`src/rtl/fp_align_stage_pkg.sv`:
```
// fp_align_stage_pkg: FP32 field widths, shift limit and state encodings for the alignment stage.
package fp_align_stage_pkg;
    localparam int EXP_W  = 8;
    localparam int FRAC_W = 23;
    localparam int MAN_W  = 27;
    localparam int SH_MAX = 26;

    typedef enum logic [1:0] {IDLE, SHIFT, DONE} state_t;

    // Denormals share the exponent of the smallest normal.
    function automatic logic [EXP_W-1:0] eff_exp(input logic [EXP_W-1:0] e);
        return (e == '0) ? EXP_W'(1) : e;
    endfunction
endpackage

```
`src/rtl/fp_align_stage_comp8.sv`:
```
// comp8: 8-bit unsigned exponent comparator with absolute difference.
module comp8
    import fp_align_stage_pkg::*;
(
    input  logic [EXP_W-1:0] a,
    input  logic [EXP_W-1:0] b,
    output logic             a_lt_b,
    output logic             a_eq_b,
    output logic             a_gt_b,
    output logic [EXP_W-1:0] abs_diff
);
    assign a_lt_b   = a < b;
    assign a_eq_b   = a == b;
    assign a_gt_b   = a > b;
    assign abs_diff = a_lt_b ? b - a : a - b;
endmodule

```
`src/rtl/fp_align_stage.sv`:
```
// fp_align_stage: swaps FP32 operands by exponent and right-aligns the smaller mantissa
// STEP bits per cycle, keeping guard/round/sticky in the low three bits.
module fp_align_stage
    import fp_align_stage_pkg::*;
#(
    parameter int STEP   = 4,
    parameter int SH_MAX = fp_align_stage_pkg::SH_MAX
) (
    input  logic              clk,
    input  logic              rst_n,
    input  logic              in_valid,
    output logic              in_ready,
    input  logic              a_sign,
    input  logic [EXP_W-1:0]  a_exp,
    input  logic [FRAC_W-1:0] a_man,
    input  logic              b_sign,
    input  logic [EXP_W-1:0]  b_exp,
    input  logic [FRAC_W-1:0] b_man,
    output logic              out_valid,
    input  logic              out_ready,
    output logic              big_sign,
    output logic              small_sign,
    output logic [EXP_W-1:0]  exp_out,
    output logic [MAN_W-1:0]  big_man,
    output logic [MAN_W-1:0]  small_man,
    output logic              swapped
);
    state_t            state;
    logic [EXP_W-1:0]  a_eff, b_eff, diff;
    logic              a_lt_b;
    logic [4:0]        sh, k, rem;
    logic [MAN_W-1:0]  a_full, b_full, mask;

    assign a_eff  = eff_exp(a_exp);
    assign b_eff  = eff_exp(b_exp);
    assign a_full = {a_exp != '0, a_man, 3'b000};
    assign b_full = {b_exp != '0, b_man, 3'b000};

    comp8 u_comp (
        .a        (a_eff),
        .b        (b_eff),
        .a_lt_b   (a_lt_b),
        .a_eq_b   (),
        .a_gt_b   (),
        .abs_diff (diff)
    );

    always_comb begin
        sh   = (diff > EXP_W'(SH_MAX)) ? 5'(SH_MAX) : diff[4:0];
        k    = (rem > 5'(STEP)) ? 5'(STEP) : rem;
        mask = (MAN_W'(1) << k) - MAN_W'(1);
    end

    assign in_ready = rst_n && state == IDLE;

    always_ff @(posedge clk) begin
        if (!rst_n) begin
            state      <= IDLE;
            out_valid  <= 1'b0;
            big_sign   <= 1'b0;
            small_sign <= 1'b0;
            exp_out    <= '0;
            big_man    <= '0;
            small_man  <= '0;
            swapped    <= 1'b0;
            rem        <= '0;
        end else begin
            case (state)
                IDLE: if (in_valid) begin
                    big_sign   <= a_lt_b ? b_sign : a_sign;
                    small_sign <= a_lt_b ? a_sign : b_sign;
                    exp_out    <= a_lt_b ? b_eff : a_eff;
                    big_man    <= a_lt_b ? b_full : a_full;
                    small_man  <= a_lt_b ? a_full : b_full;
                    swapped    <= a_lt_b;
                    rem        <= sh;
                    state      <= (sh == '0) ? DONE : SHIFT;
                    out_valid  <= sh == '0;
                end
                SHIFT: begin
                    // Bit0 is inside the mask, so an already-set sticky stays set.
                    small_man <= (small_man >> k) | MAN_W'(|(small_man & mask));
                    rem       <= rem - k;
                    if (rem == k) begin
                        state     <= DONE;
                        out_valid <= 1'b1;
                    end
                end
                DONE: if (out_ready) begin
                    state     <= IDLE;
                    out_valid <= 1'b0;
                end
                default: state <= IDLE;
            endcase
        end
    end
endmodule

```
`config.mk`:
```
export PLATFORM = sky130hd
export DESIGN_NAME = fp_align_stage
export DESIGN_NICKNAME = d
export VERILOG_FILES = /design/src/rtl/fp_align_stage_pkg.sv /design/src/rtl/fp_align_stage_comp8.sv /design/src/rtl/fp_align_stage.sv
export SDC_FILE = /design/constraint.sdc
export NUM_CORES = 1
export LEC_CHECK = 0
export ABC_AREA = 1
export CAP_MARGIN = 20
export CORE_ASPECT_RATIO = 0.75
export CORE_MARGIN = 2
export CORE_UTILIZATION = 51
export CTS_CLUSTER_DIAMETER = 40
export DETAILED_ROUTE_END_ITERATION = 10
export PLACE_DENSITY_LB_ADDON = 0.05
export SYNTH_ARGS = -nofsm -noshare
export SYNTH_HDL_FRONTEND = slang
export SYNTH_SLANG_ARGS = --single-unit
```
`constraint.sdc`:
```
create_clock -name clk -period 3.6 [get_ports clk]
set_input_delay 0.72 -clock clk [delete_from_list [all_inputs] [get_ports clk]]
set_output_delay 0.72 -clock clk [all_outputs]
set_load 0.03 [all_outputs]
```
; ---- After elaboration in Yosys (flattened, before gate mapping)
; Cells that the tools add are included.
[classes]
n_reduce_logical = 14
n_eq_ne = 6
n_lt_le_gt_ge = 3
n_bitwise = 2
shift = 2
multipliers = 0
addsub = 4
mux = 23
n_div = 0
[op_table]
columns = op, n
row1 = $mux W27, 3
row2 = $pmux W27 S2, 1
row3 = $mux W8, 4
row4 = $and A27 B27 Y27, 1
row5 = $or A27 B1 Y27, 1
row6 = $reduce_or A27 Y1, 1
row7 = $shl A1 B5 Y27 const A, 1
row8 = $shr A27 B5 Y27, 1
row9 = $sub A27 B2 Y27 const B, 1
row10 = $logic_not A8 Y1, 2
row11 = $reduce_bool A8 Y1, 2
row12 = $sub A8 B8 Y8, 2
row13 = $mux W5, 3
row14 = $pmux W5 S2, 1
row15 = $gt A8 B5 Y1 const B, 1
row16 = $lt A8 B8 Y1, 1
row17 = $mux W2, 4
row18 = $ne A2 B2 Y1 const B, 3
row19 = $pmux W2 S3, 1
row20 = $eq A5 B5 Y1, 1
row21 = $gt A5 B3 Y1 const B, 1
row22 = $logic_not A5 Y1, 1
row23 = $mux W1, 5
row24 = $sub A5 B5 Y5, 1
row25 = 10 further kinds, 11
[totals]
word_cells = 63
latch_bits = 0
mem_count = 0
output_inout_bits = 67
ff_bits = 73
romBits = 0
ramBits = 0

; ---- Logic depth before layout (Yosys ltp)
; Gate-level depths: netlist (run 1).
[depth]
ltp_word = 10
ltp_mapped = 21
ltp_nobuf = 21

; ---- By module
; From an unflattened synthesis (run 1), not the netlist that was laid out.
[hier_totals]
cells_unflattened = 941
area_unflattened_um2 = 5641.7
[modules_own_cells]
columns = mod, cells_per_inst, area_per_inst_um2, instances, seq_area_each_um2
row1 = fp_align_stage, 786, 4769.6, 1, 1401.3
row2 = comp8, 155, 872.1, 1, 0.0

; ---- Worst setup path after synthesis (run 1)
; No wires, ideal clock.
[synth_path]
kind = input-to-reg
startpoint = input b_exp[1]
endpoint = register small_man[24]
path_stages = 18
arrival_ns = 2.890
path_buffers = 2
setup_ns = 0.116
path_slack_ns = 0.594
required_time_ns = 3.484
cell_sequence = nor4_1 nand4_1 inv_1 nor2_1 inv_1 ha_1 inv_1 fa_1 nand3_1 nand2_2 nand2_4 nand2_8 buf_6 buf_2 o211ai_1 nand3_1 o211ai_1 inv_1
[synth_between]
elab_chain_cells = 6
[synth_lines]
columns = item, line_no
row1 = "start, declared", fp_align_stage.sv:17  ; input logic [EXP_W-1:0] b_exp,
row2 = $logic_not A8 Y1, fp_align_stage_pkg.sv:12  ; return (e == '0) ? EXP_W'(1) : e;
row3 = $mux W8 *, fp_align_stage_pkg.sv:12
row4 = $lt A8 B8 Y1 *, fp_align_stage_comp8.sv:12  ; assign a_lt_b = a < b;
row5 = $mux W27 *, fp_align_stage.sv:74  ; small_man <= a_lt_b ? a_full : b_full;
row6 = $mux W27 *, fp_align_stage.sv:69  ; IDLE: if (in_valid) begin
row7 = $pmux W27 S2 *, fp_align_stage.sv:68  ; case (state)
row8 = "end signal, assigned", fp_align_stage.sv:74
row9 = "end signal, assigned", fp_align_stage.sv:82  ; small_man <= (small_man >> k) | MAN_W'(|(small_man & mask));
row10 = "end, declared", fp_align_stage.sv:25  ; output logic [MAN_W-1:0] small_man,
; Mark *: on every way between the ends. The rest lies on a longest branch, timed or not. The select of a mux whose other input is x is not followed.
; A chain may end at the register's enable or synchronous reset.

; ---- Final worst setup path (run 1)
[layout_path]
startpoint = input b_exp[6]
endpoint = register rem[4]
[layout_between]
elab_chain_cells = 8
[layout_lines]
columns = item, line_no
row1 = $logic_not A8 Y1, fp_align_stage_pkg.sv:12
row2 = $mux W8 *, fp_align_stage_pkg.sv:12
row3 = $sub A8 B8 Y8 / $lt A8 B8 Y1 (equally long branches), "fp_align_stage_comp8.sv:15, fp_align_stage_comp8.sv:12"
row4 = $mux W8 *, fp_align_stage_comp8.sv:15  ; assign abs_diff = a_lt_b ? b - a : a - b;
row5 = $gt A8 B5 Y1, fp_align_stage.sv:49  ; sh = (diff > EXP_W'(SH_MAX)) ? 5'(SH_MAX) : diff[4:0];
row6 = $mux W5 *, fp_align_stage.sv:49
row7 = $mux W5 *, fp_align_stage.sv:69
row8 = $pmux W5 S2 *, fp_align_stage.sv:68
row9 = "end signal, assigned", fp_align_stage.sv:76  ; rem <= sh;
row10 = "end signal, assigned", fp_align_stage.sv:83  ; rem <= rem - k;
row11 = "end, declared", fp_align_stage.sv:31  ; logic [4:0] sh, k, rem;
; Marks and branches as above.

==> results of run 1 <==
-- timing repair --
item	in CTS	in global routing
hold endpoints to repair	0	0
setup buffers	0	1
gates resized for setup	0	3
setup endpoints to repair	0	7
-- logic make-up (layout without fill, tap and decap cells) --
group,Yosys count,after routing
simple gates,346,346
compound gates,244,244
buf+inv,186,301
flops,70,70
fa+ha+maj,22,22
xor+xnor,6,6
other cells,2,4
-- layer usage --
metal / global-route usage / vias to the layer above
met5: 0 / -
met1: 0.466 / 2873
li1: - / 3095
met3: 0.0780 / 63
met4: 0.105 / 0
met2: 0.494 / 367
-- cell type report --
cell class / instances / area share
Clock buffer: 9 / 0.0311
Clock inverter: 7 / 0.0112
Inverter: 118 / 0.0612
Multi-Input combinational cell: 622 / 0.456
Sequential cell: 70 / 0.194
Tap cell: 136 / 0.0235
Timing Repair Buffer: 167 / 0.224
-- worst max-delay path: stages --
cell and delay, ns:
clkdlybuf4s50_1 0.43, nor4_1 0.33, nand4_1 0.15, inv_1 0.10, nor2_1 0.06, inv_1 0.07, ha_1 0.14, inv_1 0.06
fa_2 0.35, nand3_2 0.08, nand2_2 0.11, a21oi_4 0.29, nand2_2 0.10, nand2_1 0.08, nand2_1 0.08, nand2_2 0.12
nand3_2 0.11, o21bai_1 0.15, a21oi_1 0.08
-- layout by cell type, fill, tap and decap left out, types with 3 or more instances in the layout --
cell type	n
nand2_1	227
clkdlybuf4s50_1	131
inv_1	111
a21oi_1	81
o21ai_0	78
dfxtp_1	70
o211ai_1	49
nor2_1	44
buf_4	33
nand3_1	31
ha_1	20
nand2_2	10
nand4_1	10
o21ai_1	9
a41oi_1	9
clkbuf_16	9
inv_2	7
o2111ai_1	6
xor2_1	5
a31oi_1	5
nor2_2	4
nor4_1	4
conb_1	4
nand3_2	3
nor2_4	3
o21bai_1	3
clkinvlp_4	3
buf_12	3
-- state kept, by name, indices dropped and copies added, names as in the netlist --
name        cells
small_man      27
big_man        24
exp_out         8
rem             5
state           2
big_sign        1
out_valid       1
small_sign      1
swapped         1
-- worst paths after layout --
check / to / start / cells after the start / slack (ns)
worst max register to register: small_man[0]$_SDFFE_PN0P_ / rem[4]$_SDFFE_PN0P_ / 13 / 1.17
worst max-delay path: rem[4]$_SDFFE_PN0P_ / b_exp[6] / 19 / 0.18
worst min-delay path: big_man[8]$_SDFFE_PN0P_ / big_man[8]$_SDFFE_PN0P_ / 2 / 0.46
worst min register to register: big_man[8]$_SDFFE_PN0P_ / big_man[8]$_SDFFE_PN0P_ / 2 / 0.46
-- synth_stat cells (all sizes together) (2+ instances only) --
master	number	area, sq um
nor4	4	25.0
a21oi	83	430
a31oi	5	31.3
nand4	10	62.6
inv	118	443
or2	4	25.0
dfxtp	70	1400
fa	2	40.0
o21bai	3	22.5
buf	24	150
nand3	34	180
o21ai	88	444
clkbuf	44	165
conb	2	7.51
nor2	51	224
o2111ai	6	52.6
a41oi	9	78.8
nand2	239	943
o211ai	49	368
xor2	5	43.8
nor3	2	10.0
ha	20	250
-- power by group through the flow --
stage	logic, W	clock network (W)	registers, W
after floorplan	0.00167	0	0.00162
final	0.00314	0.000931	0.00127
after global routing	0.00341	0.000979	0.00130
after global placement	0.00302	0	0.00127
after detailed placement	0.00307	0	0.00127
after CTS	0.00309	0.000940	0.00126
-- through the flow --
stage	total power [W]	utilization	cell area (sq um)
2_1_floorplan	0.00328	-	5450
3_3_place_gp	0.00428	0.669	6910
3_5_place_dp	0.00434	0.669	6910
4_1_cts	0.00529	0.699	7220
5_1_grt	0.00569	0.701	7240
6_report	0.00534	0.701	7240
==> summary.txt, run 1 <==
Pre-CTS WS - -0.122 ns
Storage element area - 1400 sq um
Initial Util - 0.527
Data arrival, critical path - 3.61 ns
Routed len/inst - 16.3 um
Fin. Hold Viols - 0
Initial antenna violation count - 0
Length of routed met2 wiring - 7780 um
Core area - 10300 sq um
Share of total power in combinational logic - 0.588
Final Cycle Share - 0.950
Fin nets - 1078
Max-cap violations - 0
Diode count - 0
Synth Area per Inst - 6.21 sq um
Layout cell share with drive strength beyond 1 - 0.0896
Final ANT Viol Nets - 0
Synth unique cells - 41
Simple-Gate Fraction of Synth Area - 0.273
Crit Path Class - primary input to flop
Area delta synth->final - 33.1%
Slew HR - 0.410
# setup viols final - 0
Max Clock Freq - 292 MHz
Multi-input gate area - 3300 sq um
Adder-cell share of the synthesized area - 0.0534
Crit start category - primary input
Req. time, crit path - 3.79 ns
Hold-fix buffers, CTS - 0
Post-synthesis cell area - 5440 sq um
Starting DRT DRC Count - 635
Switching Share - 0.494
Worst-Skew Late Latency - 0.34 ns
Synth Area in Compound Gates - 0.265
Switch Pwr - 0.00263 W
Yosys reg bits - 70
Post-synth EDFFs - 0
Slew Viols, Final - 0
CTS sink count - 70
Min Tclk post-route - 3.42 ns
Num CTS Buffers - 9
GRT Total Usage - 0.330
CTS tree - built
Layout fillers - 870
Mux share of post-synthesis cell area - 0
Most used DFF post-synth - dfxtp_1
Setup ws final - 0.181 ns
Hold Path Class - flop to flop
Ys async rst share - 0
Synth warn - 0
Die height - 93.4 um
Clock group share of total power - 0.174
Pint - 0.00270 W
DRC - 0
H-tree depth - 3
Maximum number of pins on one net before global-route repair - 52
Total wire length - 18400 um
GP Congestion - 0.971
Synth Area in XOR/XNOR - 0.00966
Layout Cells excl Fill - 1129
Clk buf depth - 2
Placed insts - 1112
Crit Path Max Fanout - 8
Number of global-route vias before repair - 5869
Register area share after synthesis - 0.258
Flop pwr share - 0.237
DIE AREA - 11500 sq um
Largest family of logic cells by synthesized area - simple AND/OR/NAND/NOR gates
First-pass GRT wire length - 29800 um
Worst clock skew - 0.00618 ns
Detailed Routing Iterations Pass 1 - 8
RSZ-0062 raised after global routing - false
Via density - 5.67
Crit. End Element - flop
Met3 routed WL - 1830 um
Via count - 6398
Setup TNS - 0 ns
Top Layer Used - met4
Worst-margin pin slew - 0.884 ns
Root Buffer - clkbuf_16
Remaining Overflow, GRT - 0
Pleak - 3.13 nW
Clock transition at path regs - 0.06 ns
Final HPWL DP - 13900 um
Met1 wire length - 8150 um
Fin Hold WS - 0.462 ns
IO Pins - 135
Pwr per Cell Area - 738 nW/um^2
Cells after Synth - 876
Die Wd - 123 um
Maximum VDD drop - 0.424 mV
I/O Buffers - 131
Status - finished, final reports clean
Cell Rows - 32
(Power assumes the default switching activity.)
==> run 2: changes to the inputs <==
--- a/config.mk
+++ b/config.mk
@@ -12,6 +12,7 @@
 export CORE_UTILIZATION = 51
 export CTS_CLUSTER_DIAMETER = 40
 export DETAILED_ROUTE_END_ITERATION = 10
+export GPL_ROUTABILITY_DRIVEN = 0
 export PLACE_DENSITY_LB_ADDON = 0.05
 export SYNTH_ARGS = -nofsm -noshare
 export SYNTH_HDL_FRONTEND = slang
==> summary.txt, run 2 (synthesis gave the netlist of run 1 again) <==
Status - finished, final reports clean
Buffers & Inverters on Critical Path - 6
Clk buf depth - 2
Cell Rows - 32
DRC - 0
Biggest regs - small_man (27), big_man (24), exp_out (8)
Root Buffer - clkbuf_16
Crit Path Class - primary input to flop
DIE AREA - 11500 sq um
Fin. Hold Viols - 0
GRT Total Usage - 0.337
Maximum VDD drop - 0.377 mV
Largest Register - small_man
Hold Path Class - flop to flop
Pwr per Cell Area - 728 nW/um^2
Area delta synth->final - 33.4%
First-pass GRT wire length - 30200 um
CTS sink count - 70
Pleak - 3.15 nW
Via count - 6536
Total power - 0.00529 W
Max-cap violations - 0
Via density - 5.76
Crit path max-delay family - simple AND/OR/NAND/NOR gates
Setup TNS - 0 ns
Pre-CTS WS - -0.147 ns
Worst-margin pin slew - 0.897 ns
Routed len/inst - 16.8 um
Min Tclk post-route - 3.32 ns
Worst clock skew - 0.00984 ns
Most frequent cells in the layout - nand2_1, clkdlybuf4s50_1, inv_1
CTS tree - built
R2R Path Start - rem[4]$_SDFFE_PN0P_
Setup ws final - 0.276 ns
Slowest CP cell - clkdlybuf4s50_1
Number of global-route vias before repair - 6069
Total wire length - 19000 um
IO Pins - 135
Slew Viols, Final - 0
Worst path max stage delay - 0.45 ns
Commonest non-fill, non-tap cell in the layout - nand2_1
Req. time, crit path - 3.86 ns
Crit Path Max Fanout - 6
Data arrival, critical path - 3.58 ns
Max Clock Freq - 301 MHz
Worst-Skew Late Latency - 0.34 ns
I/O Buffers - 131
Min-delay src - small_sign$_SDFFE_PN0P_
H-tree depth - 3
Crit start category - primary input
Layout cell share with drive strength beyond 1 - 0.0932
Remaining Overflow, GRT - 0
Clock transition at path regs - 0.06 ns
Die height - 93.4 um
Detailed Routing Iterations Pass 1 - 5
Die Wd - 123 um
Maximum number of pins on one net before global-route repair - 52
Initial antenna violation count - 0
Crit. End Element - flop
# setup viols final - 0
Core area - 10300 sq um
Fin nets - 1083
Crit. Startpoint - b_exp[6]
Num CTS Buffers - 9
Final Cycle Share - 0.923
Cell Chain, Critical Path - clkdlybuf4s50_1 -> nor4_2 -> nand4_1 -> inv_1 -> nor2_1 -> inv_1 -> ha_1 -> inv_1 -> fa_2 -> nand3_2 -> nand2_4 -> a21oi_4 -> buf_4 -> nand2_1 -> nand2_1 -> nor2_4 -> buf_4 -> nand4_1 -> nand2_1 -> a21oi_1
Hold-fix buffers, CTS - 0
Max FFs per register - 27
Final ANT Viol Nets - 0
Diode count - 0
Final HPWL DP - 14200 um
Initial Util - 0.527
Starting DRT DRC Count - 686
Slew HR - 0.401
## run 2: cell type report
| cell class | instances | area, sq um |
|---|---|---|
| clock buffers | 11 | 243 |
| multi-input cells | 623 | 3320 |
| clock inverters | 5 | 35.0 |
| well taps | 136 | 170 |
| repair buffers | 171 | 1650 |
| fillers | 882 | 3070 |
| inverters | 118 | 443 |
| flip-flops and latches | 70 | 1400 |
## run 2: metrics by stage
stage,util,hold WS (ns),instance area (sq um),cells
after global routing,0.703,0.481,7260,1134
after global placement,0.669,0.453,6910,1112
after detailed placement,0.669,0.455,6910,1112
after CTS,0.696,0.465,7190,1128
final,0.703,0.463,7260,1134
after floorplan,-,0.461,5450,878
## run 2: metal layers
layer  track usage  wire [um]
met1         0.456       8230
met4         0.155        687
met2         0.503       8180
met5             0          0
met3        0.0805       1950
## run 2: path summary, 6_finish.rpt
path / end / slack (ns) / depth (start not counted)
setup / recovery: rem[1]$_SDFFE_PN0P_ / 0.28 / 20
hold / removal: small_sign$_SDFFE_PN0P_ / 0.46 / 2
setup reg to reg: small_man[0]$_SDFFE_PN0P_ / 1.11 / 13
hold reg to reg: small_sign$_SDFFE_PN0P_ / 0.46 / 2
## run 2: report_power, final
part           internal, W  leakage (nW)  switching [W]  total, W
Clock             0.000485         0.135       0.000360  0.000845
Combinational      0.00115          2.44        0.00202   0.00317
Sequential         0.00102         0.578       0.000252   0.00127
Total              0.00265          3.15        0.00263   0.00529
## run 2: what timing repair did
| item | CTS | global route |
|---|---|---|
| gates resized for setup | 0 | 4 |
| setup buffers | 0 | 5 |
| setup endpoints to repair | 0 | 18 |
## run 2: tightest hold or removal path: cells and delay by family, from the launching register on
kind             cells  cell delay, ns
AO/OA/AOI/OAI        1            0.05
flip-flops           1            0.31
AND/OR/NAND/NOR      1            0.06
